[src/rtl/parser_stream_arbiter_if.sv]
// Character-stream handshake between one requester and the parser arbiter.
// Each beat carries one 7-bit ASCII character plus an end-of-program mark.
interface parser_stream_arbiter_if;
    logic [6:0] data;
    logic       valid;
    logic       last;
    logic       ready;

    modport master (
        output data,
        output valid,
        output last,
        input  ready
    );

    modport slave (
        input  data,
        input  valid,
        input  last,
        output ready
    );
endinterface

[src/rtl/parser_stream_arbiter.sv]
// Shares one if/else parser between two character-stream requesters.
// Whole programs are granted round-robin; the parser is cleared before each
// program and one tagged result is reported per program.
module parser_stream_arbiter #(
    parameter int unsigned FIFO_DEPTH   = 16,
    parameter int unsigned DRAIN_CYCLES = 64,
    parameter logic [3:0]  TIMEOUT_CODE = 4'd15
) (
    input  logic                          clk,
    input  logic                          rst,
    parser_stream_arbiter_if.slave        req0,
    parser_stream_arbiter_if.slave        req1,
    output logic                          par_rst,
    output logic [6:0]                    par_char,
    output logic                          par_char_valid,
    input  logic                          par_done,
    input  logic                          par_error,
    input  logic [3:0]                    par_error_code,
    input  logic [31:0]                   par_p,
    input  logic [6:0]                    par_var,
    output logic                          res_valid,
    output logic                          res_id,
    output logic [31:0]                   res_p,
    output logic [6:0]                    res_var,
    output logic                          res_error,
    output logic [3:0]                    res_code,
    output logic                          busy,
    output logic                          grant_id
);

    localparam int unsigned PtrW = $clog2(FIFO_DEPTH);
    localparam int unsigned CntW = PtrW + 1;
    localparam int unsigned DrnW = $clog2(DRAIN_CYCLES + 1);

    typedef enum logic [2:0] {
        StIdle,
        StClear,
        StStream,
        StFlush,
        StDrain,
        StReport
    } state_e;

    // ------------------------------------------------------------------
    // Per-requester FIFOs, entry = {last, char}
    // ------------------------------------------------------------------
    logic [7:0]      mem_q    [2][FIFO_DEPTH];
    logic [PtrW-1:0] wr_ptr_q [2];
    logic [PtrW-1:0] rd_ptr_q [2];
    logic [CntW-1:0] cnt_q    [2];
    logic [7:0]      wdata    [2];
    logic [1:0]      push;
    logic [1:0]      pop;
    logic [1:0]      empty;
    logic [1:0]      full;
    logic            pop_req;
    logic [7:0]      head;

    state_e      state_q, state_d;
    logic        grant_q, grant_d;
    logic        last_grant_q, last_grant_d;
    logic        clr_cnt_q, clr_cnt_d;
    logic [DrnW-1:0] drn_cnt_q, drn_cnt_d;
    logic [6:0]  par_char_q, par_char_d;
    logic        par_char_valid_q, par_char_valid_d;
    logic [31:0] cap_p_q, cap_p_d;
    logic [6:0]  cap_var_q, cap_var_d;
    logic        cap_error_q, cap_error_d;
    logic [3:0]  cap_code_q, cap_code_d;
    logic        res_id_q, res_id_d;
    logic [31:0] res_p_q, res_p_d;
    logic [6:0]  res_var_q, res_var_d;
    logic        res_error_q, res_error_d;
    logic [3:0]  res_code_q, res_code_d;

    assign wdata[0] = {req0.last, req0.data};
    assign wdata[1] = {req1.last, req1.data};

    // FIFO status flags and push/pop strobes
    always_comb begin
        for (int i = 0; i < 2; i++) begin
            empty[i] = (cnt_q[i] == '0);
            full[i]  = (cnt_q[i] == CntW'(FIFO_DEPTH));
        end
        push[0] = req0.valid && !full[0];
        push[1] = req1.valid && !full[1];
        pop[0]  = pop_req && !grant_q;
        pop[1]  = pop_req && grant_q;
    end

    assign req0.ready = !full[0];
    assign req1.ready = !full[1];
    assign head       = mem_q[grant_q][rd_ptr_q[grant_q]];

    // FIFO storage, pointers and occupancy
    always_ff @(posedge clk) begin
        if (rst) begin
            for (int i = 0; i < 2; i++) begin
                wr_ptr_q[i] <= '0;
                rd_ptr_q[i] <= '0;
                cnt_q[i]    <= '0;
            end
        end else begin
            for (int i = 0; i < 2; i++) begin
                if (push[i]) begin
                    mem_q[i][wr_ptr_q[i]] <= wdata[i];
                    wr_ptr_q[i]           <= wr_ptr_q[i] + 1'b1;
                end
                if (pop[i]) begin
                    rd_ptr_q[i] <= rd_ptr_q[i] + 1'b1;
                end
                unique case ({push[i], pop[i]})
                    2'b10:   cnt_q[i] <= cnt_q[i] + 1'b1;
                    2'b01:   cnt_q[i] <= cnt_q[i] - 1'b1;
                    default: cnt_q[i] <= cnt_q[i];
                endcase
            end
        end
    end

    // Arbitration / streaming FSM next-state logic
    always_comb begin
        state_d          = state_q;
        grant_d          = grant_q;
        last_grant_d     = last_grant_q;
        clr_cnt_d        = clr_cnt_q;
        drn_cnt_d        = drn_cnt_q;
        par_char_d       = par_char_q;
        par_char_valid_d = 1'b0;
        pop_req          = 1'b0;
        cap_p_d          = cap_p_q;
        cap_var_d        = cap_var_q;
        cap_error_d      = cap_error_q;
        cap_code_d       = cap_code_q;
        res_id_d         = res_id_q;
        res_p_d          = res_p_q;
        res_var_d        = res_var_q;
        res_error_d      = res_error_q;
        res_code_d       = res_code_q;

        unique case (state_q)
            StIdle: begin
                if (!empty[0] || !empty[1]) begin
                    // Tie goes to whoever did not win last time
                    if (!empty[0] && !empty[1]) begin
                        grant_d = !last_grant_q;
                    end else begin
                        grant_d = empty[0];
                    end
                    last_grant_d = grant_d;
                    clr_cnt_d    = 1'b0;
                    state_d      = StClear;
                end
            end
            StClear: begin
                clr_cnt_d = 1'b1;
                if (clr_cnt_q) begin
                    state_d = StStream;
                end
            end
            StStream: begin
                if (par_done || par_error) begin
                    // Parser finished early: freeze its result, discard the rest
                    cap_p_d     = par_p;
                    cap_var_d   = par_var;
                    cap_error_d = par_error;
                    cap_code_d  = par_error ? par_error_code : 4'd0;
                    state_d     = StFlush;
                end else if (!empty[grant_q]) begin
                    pop_req          = 1'b1;
                    par_char_d       = head[6:0];
                    par_char_valid_d = 1'b1;
                    if (head[7]) begin
                        drn_cnt_d = '0;
                        state_d   = StDrain;
                    end
                end
            end
            StFlush: begin
                if (!empty[grant_q]) begin
                    pop_req = 1'b1;
                    if (head[7]) begin
                        res_id_d    = grant_q;
                        res_p_d     = cap_p_q;
                        res_var_d   = cap_var_q;
                        res_error_d = cap_error_q;
                        res_code_d  = cap_code_q;
                        state_d     = StReport;
                    end
                end
            end
            StDrain: begin
                if (par_done || par_error) begin
                    res_id_d    = grant_q;
                    res_p_d     = par_p;
                    res_var_d   = par_var;
                    res_error_d = par_error;
                    res_code_d  = par_error ? par_error_code : 4'd0;
                    state_d     = StReport;
                end else if (drn_cnt_q == DrnW'(DRAIN_CYCLES - 1)) begin
                    res_id_d    = grant_q;
                    res_p_d     = par_p;
                    res_var_d   = par_var;
                    res_error_d = 1'b1;
                    res_code_d  = TIMEOUT_CODE;
                    state_d     = StReport;
                end else begin
                    drn_cnt_d = drn_cnt_q + 1'b1;
                end
            end
            StReport: begin
                state_d = StIdle;
            end
            default: begin
                state_d = StIdle;
            end
        endcase
    end

    // FSM state, registered parser drive and captured results
    always_ff @(posedge clk) begin
        if (rst) begin
            state_q          <= StIdle;
            grant_q          <= 1'b0;
            last_grant_q     <= 1'b1;
            clr_cnt_q        <= 1'b0;
            drn_cnt_q        <= '0;
            par_char_q       <= '0;
            par_char_valid_q <= 1'b0;
            cap_p_q          <= '0;
            cap_var_q        <= '0;
            cap_error_q      <= 1'b0;
            cap_code_q       <= '0;
            res_id_q         <= 1'b0;
            res_p_q          <= '0;
            res_var_q        <= '0;
            res_error_q      <= 1'b0;
            res_code_q       <= '0;
        end else begin
            state_q          <= state_d;
            grant_q          <= grant_d;
            last_grant_q     <= last_grant_d;
            clr_cnt_q        <= clr_cnt_d;
            drn_cnt_q        <= drn_cnt_d;
            par_char_q       <= par_char_d;
            par_char_valid_q <= par_char_valid_d;
            cap_p_q          <= cap_p_d;
            cap_var_q        <= cap_var_d;
            cap_error_q      <= cap_error_d;
            cap_code_q       <= cap_code_d;
            res_id_q         <= res_id_d;
            res_p_q          <= res_p_d;
            res_var_q        <= res_var_d;
            res_error_q      <= res_error_d;
            res_code_q       <= res_code_d;
        end
    end

    assign par_rst        = rst || (state_q == StClear);
    assign par_char       = par_char_q;
    assign par_char_valid = par_char_valid_q;
    assign res_valid      = (state_q == StReport);
    assign res_id         = res_id_q;
    assign res_p          = res_p_q;
    assign res_var        = res_var_q;
    assign res_error      = res_error_q;
    assign res_code       = res_code_q;
    assign busy           = (state_q != StIdle);
    assign grant_id       = grant_q;

endmodule

[src/flat_wrapper.sv]
// flat-port wrapper written by rule: the top's interface ports become plain ports
module parser_stream_arbiter_flat 
#(
    parameter int unsigned FIFO_DEPTH   = 16,
    parameter int unsigned DRAIN_CYCLES = 64,
    parameter logic [3:0]  TIMEOUT_CODE = 4'd15
)
  (clk, rst, par_rst, par_char, par_char_valid, par_done, par_error, par_error_code, par_p, par_var, res_valid, res_id, res_p, res_var, res_error, res_code, busy, grant_id, req0_data, req0_valid, req0_last, req0_ready, req1_data, req1_valid, req1_last, req1_ready);
  parser_stream_arbiter_if req0_i ();
  parser_stream_arbiter_if req1_i ();
  input  logic clk;
  input  logic rst;
  output logic par_rst;
  output logic [6:0] par_char;
  output logic par_char_valid;
  input  logic par_done;
  input  logic par_error;
  input  logic [3:0] par_error_code;
  input  logic [31:0] par_p;
  input  logic [6:0] par_var;
  output logic res_valid;
  output logic res_id;
  output logic [31:0] res_p;
  output logic [6:0] res_var;
  output logic res_error;
  output logic [3:0] res_code;
  output logic busy;
  output logic grant_id;
  input wire logic [$bits(req0_i.data)-1:0] req0_data;
  input wire logic [$bits(req0_i.valid)-1:0] req0_valid;
  input wire logic [$bits(req0_i.last)-1:0] req0_last;
  output wire logic [$bits(req0_i.ready)-1:0] req0_ready;
  input wire logic [$bits(req1_i.data)-1:0] req1_data;
  input wire logic [$bits(req1_i.valid)-1:0] req1_valid;
  input wire logic [$bits(req1_i.last)-1:0] req1_last;
  output wire logic [$bits(req1_i.ready)-1:0] req1_ready;
  assign req0_i.data = req0_data;
  assign req0_i.valid = req0_valid;
  assign req0_i.last = req0_last;
  assign req0_ready = req0_i.ready;
  assign req1_i.data = req1_data;
  assign req1_i.valid = req1_valid;
  assign req1_i.last = req1_last;
  assign req1_ready = req1_i.ready;
  parser_stream_arbiter #(.FIFO_DEPTH(FIFO_DEPTH), .DRAIN_CYCLES(DRAIN_CYCLES), .TIMEOUT_CODE(TIMEOUT_CODE)) u_core (.clk(clk), .rst(rst), .req0(req0_i), .req1(req1_i), .par_rst(par_rst), .par_char(par_char), .par_char_valid(par_char_valid), .par_done(par_done), .par_error(par_error), .par_error_code(par_error_code), .par_p(par_p), .par_var(par_var), .res_valid(res_valid), .res_id(res_id), .res_p(res_p), .res_var(res_var), .res_error(res_error), .res_code(res_code), .busy(busy), .grant_id(grant_id));
endmodule
[config.mk]
export PLATFORM = sky130hd
export DESIGN_NAME = parser_stream_arbiter_flat
export DESIGN_NICKNAME = d
export VERILOG_FILES = /design/src/rtl/parser_stream_arbiter_if.sv /design/src/rtl/parser_stream_arbiter.sv /design/src/flat_wrapper.sv
export SDC_FILE = /design/constraint.sdc
export NUM_CORES = 1
export LEC_CHECK = 0
export CORE_UTILIZATION = 45
export CTS_BUF_LIST = sky130_fd_sc_hd__clkbuf_8
export CTS_CLUSTER_SIZE = 24
export DETAILED_ROUTE_END_ITERATION = 16
export PLACE_DENSITY = 0.6
export RECOVER_POWER = 100
export SYNTH_ARGS = -nofsm -noshare
export SYNTH_HDL_FRONTEND = slang
export SYNTH_SLANG_ARGS = --single-unit
[constraint.sdc]
create_clock -name clk -period 3.6 [get_ports clk]
set_input_delay 0.72 -clock clk [delete_from_list [all_inputs] [get_ports clk]]
set_output_delay 0.72 -clock clk [all_outputs]
set_load 0.01 [all_outputs]
# After elaboration in Yosys (flattened, before gate mapping)
# Memories as Yosys holds them, arrays and structs flattened. A register that Yosys moved wholly into a read port is not among the register bits.
# Index checks and enable logic that the tools add are counted.
# op_classes
add_sub_neg	9
n_mux	105
eq_ne	24
n_lt_le_gt_ge	6
bitwise	16
reduce_logical	33
# ops
op	count
two-way mux 128 bit	2
two-way mux 32 bit	4
demux 8 bit (select 4 bit)	2
case mux 32 bit (2 select lines)	1
two-way mux 7 bit	9
two-way mux 1 bit	50
two-way mux 4 bit	9
binary-select mux 8 bit (select 4 bit)	1
two-way mux 8 bit	4
two-way mux 5 bit	6
case mux 7 bit (2 select lines)	2
two-way mux 3 bit	9
adder 4 x 1 -> 4 bit, second input constant	4
>= comparator 5 bit, second input constant	3
inverter 4 -> 5 bit	3
case mux 3 bit (5 select lines)	1
adder 5 x 1 -> 5 bit, second input constant	2
== test 5 bit, second input constant	2
logical NOT 5 bit	2
< comparator 5 x 1 -> 1 bit, second input constant	2
inequality test 2 bit, second input constant	5
OR 1 bit	10
subtractor 5 x 1 -> 5 bit, second input constant	2
inequality test 2 x 1 -> 1 bit, second input constant	4
25 further kinds	54
# word_totals
mem_count	4
input_bits	65
mem_bits_rw	282
output_inout_bits	59
wordCells	213
regBits	110
# mem_list
name	words	width	read_ports	rd_clocked_by_memory_dff	write_ports	line_no	rtl
u_core.mem_q	2	128	1	1	2	parser_stream_arbiter.sv:47	logic [7:0] mem_q [2][FIFO_DEPTH];
u_core.cnt_q	2	5	2	0	2	parser_stream_arbiter.sv:50	logic [CntW-1:0] cnt_q [2];
u_core.rd_ptr_q	2	4	3	1	2	parser_stream_arbiter.sv:49	logic [PtrW-1:0] rd_ptr_q [2];
u_core.wr_ptr_q	2	4	2	0	2	parser_stream_arbiter.sv:48	logic [PtrW-1:0] wr_ptr_q [2];

# Logic depth before layout (Yosys ltp)
# Gate-level depths: netlist of the first run.
# logic_depth
ltp_word	14
depth_mapped	13
ltp_nobuf	12

# Least setup slack after synthesis of the first run
# No wires, ideal clock.
# synth_timing
kind	input to register
from	input port par_error
to	memory u_core.cnt_q[1][3] in the netlist's numbering, data pin
setup_time_ns	0.258
n_path_buf	1
arrival_ns	2.901
path_slack_ns	0.441
required_time_ns	3.342
stages	11
path_cell_list	nor2_1 clkbuf_1 o21ai_0 nor2_1 nand2_1 ha_1 o41ai_1 nor3_1 nand3_1 mux4_2 nand2_1
# synth_rtl
item	line_no	rtl
from (decl)	flat_wrapper.sv:17	input logic par_error;
to (decl)	parser_stream_arbiter.sv:50	

==> results of run 1 <==
[report_power, final]
group | internal, mW | switching (mW)
clock | 1.96 | 1.79
sequential | 4.97 | 0.0911
combinational | 0.400 | 0.562
[tightest hold or removal path, stage by stage (launching register included)]
cell and delay (ns):
dfxtp_1 0.30, nand2_1 0.05, a21oi_1 0.05
[worst min-delay path by stage]
| stage | end | cells after the start | slack (ns) | start |
|---|---|---|---|---|
| after floorplan | u_core.cap_p_q[0] | 2 | 0.44 | u_core.cap_p_q[0] |
| after global placement | u_core.cap_p_q[1] | 2 | 0.44 | u_core.cap_p_q[1] |
| after detailed placement | u_core.cap_p_q[1] | 2 | 0.45 | u_core.cap_p_q[1] |
| after CTS | u_core.cap_var_q[2] | 2 | 0.46 | u_core.cap_var_q[2] |
| after global routing | u_core.cap_var_q[2] | 2 | 0.46 | u_core.cap_var_q[2] |
| final | u_core.cap_var_q[3] | 2 | 0.45 | u_core.cap_var_q[3] |
[cells by family after synthesis]
| family | synth area share [%] |
|---|---|
| compound gates | 11.66 |
| flops | 63.76 |
| xor+xnor | 0.7314 |
| mux | 10.25 |
| fa+ha+maj | 1.687 |
| simple gates | 9.060 |
| buf+inv | 2.851 |
[flip-flops by register name (all words and copies together), names as in the netlist, 3 cells and up, named ones only]
name and cells:
u_core.cap_code_q 4, u_core.res_var 7, u_core.wr_ptr_q 8, u_core.par_char 7
u_core.cnt_q 10, u_core.res_code 4, u_core.cap_var_q 7, u_core.res_p 32
u_core.mem_q 256, u_core.drn_cnt_q 7, u_core.rd_ptr_q 8, u_core.state_q 3
u_core.cap_p_q 32
[routing by layer]
layer  up-vias  wire (um)
met5         -         11
met1      5414      17680
met3        72       2621
met4         2        931
li1       5214          -
met2       322      18550
[synthesized netlist by cell type (9+ instances only)]
cell / count / area [um^2]
nand3_1: 13 / 65.06
dfxtp_1: 111 / 2222
o211a_1: 39 / 390.4
inv_1: 16 / 60.06
nor3_1: 19 / 95.09
a21oi_1: 59 / 295.3
mux4_2: 38 / 855.8
nor2_1: 82 / 307.8
mux2i_1: 85 / 850.8
clkbuf_1: 50 / 187.7
a221o_1: 39 / 390.4
nand2_1: 214 / 803.3
o21ai_0: 52 / 260.3
buf_4: 10 / 75.07
buf_2: 10 / 50.05
nand2b_1: 9 / 56.30
edfxtp_1: 282 / 8468
a211oi_1: 15 / 112.6
ha_1: 21 / 262.8
[final cells by class]
| cell class | instances | area share, % |
|---|---|---|
| clock buffers | 74 | 5.143 |
| well taps | 468 | 2.957 |
| multi-input cells | 792 | 28.47 |
| inverters | 18 | 0.3412 |
| repair buffers | 187 | 8.017 |
| flip-flops and latches | 393 | 53.98 |
| clock inverters | 43 | 1.093 |
==> summary.md, run 1 <==
| Metric | Value |
|---|---|
| Status | completed |
| Worst min path class | reg -> reg |
| Initial antenna violation count | 2 |
| RSZ-0062 raised after global routing | no |
| CTS resizes | 0 |
| Net Count, Synth | roughly 1,400 |
| # port buffers | roughly 120 |
| Pre-CTS setup slack | 0.04257 ns |
| Most common cell after layout, fill and taps aside | edfxtp_1 |
| Placed Cells | ~1,900 |
| Die Y-Extent | around 200 um |
| Antenna Cells | 0 |
| Area Growth Syn to Fin | 18.12% |
| Crit Path Class | reg -> reg |
| Slew headroom | around a quarter |
| Clock Path Buffers | 3 |
| Die W | between 150 and 200 um |
| DIE AREA | about 38,000 um^2 |
| Largest net degree at the start of global routing | ~80 |
| CP max FO | 31 |
| Core footprint | 36,610 um^2 |
| CTS Sinks | 393 |
| Clk_lat worst skew | 0.61 ns |
| Fin crit share | between 90% and 100% |
| Worst Path Arrival | 3.80 ns |
| Tot Pwr | approximately 9.8 mW |
| Final Util | 54.09% |
| Synth Instances | between 1,000 and 1,500 |
| Worst setup SP type | flip-flop |
| Final WS setup | between 0.3 and 0.4 ns |
| Clock transition at path regs | ~0.060 ns |
| Starting density of the core | about 46% |
| # IOs | about 120 |
| Met3 GRT Util | approximately 5% |
| Area after DPL | 18,730 um^2 |
| Reg2Reg Capture Point | u_core.par_char[6] |
| Crit path top cell by count | buf_4 |
| Clock Skew | between 0.03 and 0.04 ns |
| Vias in the first global route | between 10,000 and 15,000 |
| Post-route minimum period | about 3.3 ns |
| Fin area | slightly below 20,000 um^2 |
| RD Place Congestion | between 0.7 and 0.8 |
| Critical path depth | 9 |
| Row count | 70 |
| Slew @ Worst Pin | ~1.1 ns |
| Max Slew Vio Count | 0 |
| Initial detailed-routing violation count | around 720 |
| Total Routed Length | roughly 40 mm |
| Hold bufs inserted after CTS | 0 |
| Register-to-Register Path Depth | 9 |
| First-pass GRT wire length | roughly 60 mm |
| TritonCTS clock tree | built |
| Via Count | roughly 11,000 |
| Peak supply drop | between 0.2 and 0.25 mV |
| Crit path to | u_core.par_char[6] |
| Most used flip-flop cell after synthesis | edfxtp_1 |
| CTS Root Cell | clkbuf_8 |
| Filler cells | 3,116 |
| Crit-path max cell delay | 0.92 ns |
| ANT nets after route | 0 |
| DRC | 0 |
| CP cell instances | buf_4, mux2_2, buf_4, and2_0, a211oi_1, a31oi_1, o22ai_1, a311oi_1, a32o_1 |
| Final Hold Viols | 0 |
| Most frequent cells in the layout | edfxtp_1 (282), nand2_1 (214), dfxtp_1 (111), mux2i_1 (84), nor2_1 (81) |
| Setup TNS | 0 ns |
| H-tree levels | 3 |
| Met2 usage | approximately 33% |
| Postcts setup bufs | 0 |
| Drt first pass iters | 5 |
| HPWL Detailed | 24.32 mm |
| Vias per std cell | roughly 5.6 |
| Total gr overflow | 0 |
| Synth unique cells | 62 |
| Fmax | between 0.3 and 0.4 GHz |
| Setup violators final | 0 |
| Syn Std Cell Area | between 15,000 and 20,000 um^2 |
| Max_cap viols | 0 |
| Post-synthesis sequential area ratio | approximately 64% |
| CP top delay family | compound AO/OA/AOI/OAI gates |
| WP data required | approximately 4.2 ns |
| FFs w/ async S/R, synth | 0% |
| Cell area power density | between 400 and 500 nW/um^2 |
| Post-synth EDFFs | about 280 |
| Met1 Track Usage GR | around 29% |
| Overall Global Routing Usage | approximately a fifth |
| Mean Syn Cell Area | 13.03 um^2 |
| Global routing's busiest layer | met2 |
| Max stage delay cell, worst path | mux2_2 |
| Storage cell area | approximately 11,000 um^2 |
| Ys Warns | 0 |
| Multi-input gate area | about 5600 um^2 |
| R2r setup slk | 0.35 ns |
| CP Buf/Inv Count | 2 |
| Leak | around 7.2 nW |
| Per-cell routed wire length | between 20 and 25 um |
| Hold WS | 0.4549 ns |
| Synth Register Bits | slightly below 400 |
| Non-filler cells in the finished layout | 1,975 |
| Crit path capture type | flip-flop |
| Share of cells above drive strength 1 | about a tenth |
| Nets | 1,546 |
| CTS buffer count | 67 |
Power figures use the tool's default switching activity.
==> run 2, diff against run 1 <==
DONT_BUFFER_PORTS = 1   (was not set)
PLACE_DENSITY = 0.56   (was 0.6)
TNS_END_PERCENT = 100   (was not set)
==> summary.md, run 2 (synthesis gave the netlist of run 1 again) <==
| Metric | Value |
|---|---|
| Status | finished, violations left |
| Violations in the final reports | max-capacitance violations, max-slew violations |
| Crit path capture type | flip-flop |
| # IOs | 124 |
| Most frequent cells in the layout | edfxtp_1 (282), nand2_1 (213), dfxtp_1 (111), mux2i_1 (84) |
| Setup violators final | 0 |
| Die Y-Extent | between 150 and 200 um |
| TritonCTS clock tree | built |
| Hold bufs inserted after CTS | 0 |
| DIE AREA | roughly 38,000 um^2 |
| First-pass GRT wire length | between 60 and 70 mm |
| Slew headroom | -48.75% |
| Hold WS | ~0.21 ns |
| Core footprint | 36,610 um^2 |
| Met1 Track Usage GR | between 20% and 30% |
| Met3 GRT Util | 6.632% |
| Crit Path Class | reg -> reg |
| Starting density of the core | between 40% and 50% |
| Clock Path Buffers | 3 |
| Peak supply drop | 0.3727 mV |
| Max FFs per register | roughly 260 |
| Vias in the first global route | 10,470 |
| DRC | 0 |
| CP cell instances | mux2_4, clkbuf_2, mux2i_1, mux4_2, a211oi_1, a22o_1 |
| Most common cell after layout, fill and taps aside | edfxtp_1 |
| Placed Cells | 1,728 |
| Share of cells above drive strength 1 | between 10 and 15% |
| CTS Sinks | between 300 and 400 |
| Nets | approximately 1,400 |
| CTS Root Cell | clkbuf_8 |
| Global routing's busiest layer | met2 |
| CTS buffer count | 70 |
| # port buffers | 0 |
| Initial detailed-routing violation count | approximately 580 |
| Postcts setup bufs | 0 |
| Met2 usage | about a third |
| Max_cap viols | 1 |
| Max stage delay cell, worst path | dfxtp_1 |
| Final Hold Viols | 0 |
| Fin area | 18,570 um^2 |
| Worst min path class | in -> reg |
| RSZ-0062 raised after global routing | no |
| Antenna Cells | 0 |
| Crit-path max cell delay | 0.73 ns |
| ANT nets after route | 0 |
| Setup TNS | 0 ns |
| Fmax | a little over 0.3 GHz |
| Initial antenna violation count | 0 |
| Total Routed Length | a little under 40 mm |
| Drt first pass iters | 6 |
| Vias per std cell | between 5 and 6 |
| CTS resizes | 0 |
| WP data required | roughly 4.1 ns |
| Non-filler cells in the finished layout | 1,847 |
| Cell area power density | between 500 and 600 nW/um^2 |
| Clk_lat worst skew | around 0.60 ns |
| Worst setup SP type | flip-flop |
| H-tree levels | 3 |
| HPWL Detailed | between 20 and 25 mm |
| Per-cell routed wire length | between 20 and 25 um |
| Tot Pwr | 9.667 mW |
| Row count | 70 |
| Clock transition at path regs | approximately 0.06 ns |
| Area after DPL | 17,460 um^2 |
| Die W | around 200 um |
| Slew @ Worst Pin | 2.208 ns |
| Largest net degree at the start of global routing | about 70 |
| Post-route minimum period | roughly 3.2 ns |
| Via Count | 10,450 |
| RD Place Congestion | about 0.74 |
| Area Growth Syn to Fin | 10.76% |
| Max Slew Vio Count | 18 |
| Worst Path Arrival | between 3 and 4 ns |
| CP top delay family | multiplexers |
| CP max FO | between 40 and 50 |
| CP Buf/Inv Count | 1 |
| Leak | roughly 6.6 nW |
| Total gr overflow | 0 |
| Fin crit share | about nine tenths |
| Overall Global Routing Usage | a little over a fifth |
| Filler cells | between 3,000 and 4,000 |
| Clock Skew | around 0.018 ns |
[run 2: cell count changes in the layout (fill, tap and decap cells not counted), sizes merged, moves of 2 or more]
cell	change
clkdlybuf4s50	-47
clkbuf	+4
dlygate4sd3	-75
buf	-5
inv	-2
clkinv	-3
[run 2: layout make-up]
| class | count | area (um^2) | share of cell area (%) |
|---|---|---|---|
| flip-flops and latches | 393 | 10690 | 57.57 |
| multi-input cells | 792 | 5640 | 30.37 |
| clock buffers | 81 | 1115 | 6.003 |
| well taps | 468 | 585.6 | 3.153 |
| repair buffers | 57 | 312.8 | 1.684 |
| clock inverters | 38 | 158.9 | 0.8557 |
| inverters | 18 | 67.56 | 0.3638 |
[run 2: per-layer routing]
metal	part of all wire [%]	wire length [um]
met1	45	17670
met2	46	18010
met3	7.1	2803
met4	2.1	817
met5	0	0
[run 2: final timing paths]
check,startpoint,endpoint,slack [ns],cells past startpoint
worst min-delay path,req0_data[3],u_core.mem_q[0][107],0.21,0
worst max-delay path,flip-flop,u_core.par_char[2],0.39,6
worst max register to register,flip-flop,u_core.par_char[2],0.39,6
worst min register to register,u_core.cap_p_q[16],u_core.cap_p_q[16],0.45,2
[run 2: power breakdown]
part | switching (mW) | internal, mW | total (mW)
combinational | 0.469 | 0.313 | 0.782
sequential | 0.104 | 4.97 | 5.08
clock | 1.78 | 2.03 | 3.81
total | 2.35 | 7.32 | 9.67
[run 2: through the flow]
stage / setup slack [ns] / util [%]
final: 0.3893 / 50.72
after global routing: 0.2114 / 50.72
after floorplan: 0.4412 / -
after global placement: 0.5265 / 47.69
after detailed placement: 0.4490 / 47.69
after CTS: 0.5297 / 51.17
==> run 3, diff against run 2 <==
DONT_BUFFER_PORTS = not set   (was 1)
PLACE_DENSITY = 0.6   (was 0.56)
==> results of run 3 <==
No change in the layout: final DEF, timing and power equal those of run 1.
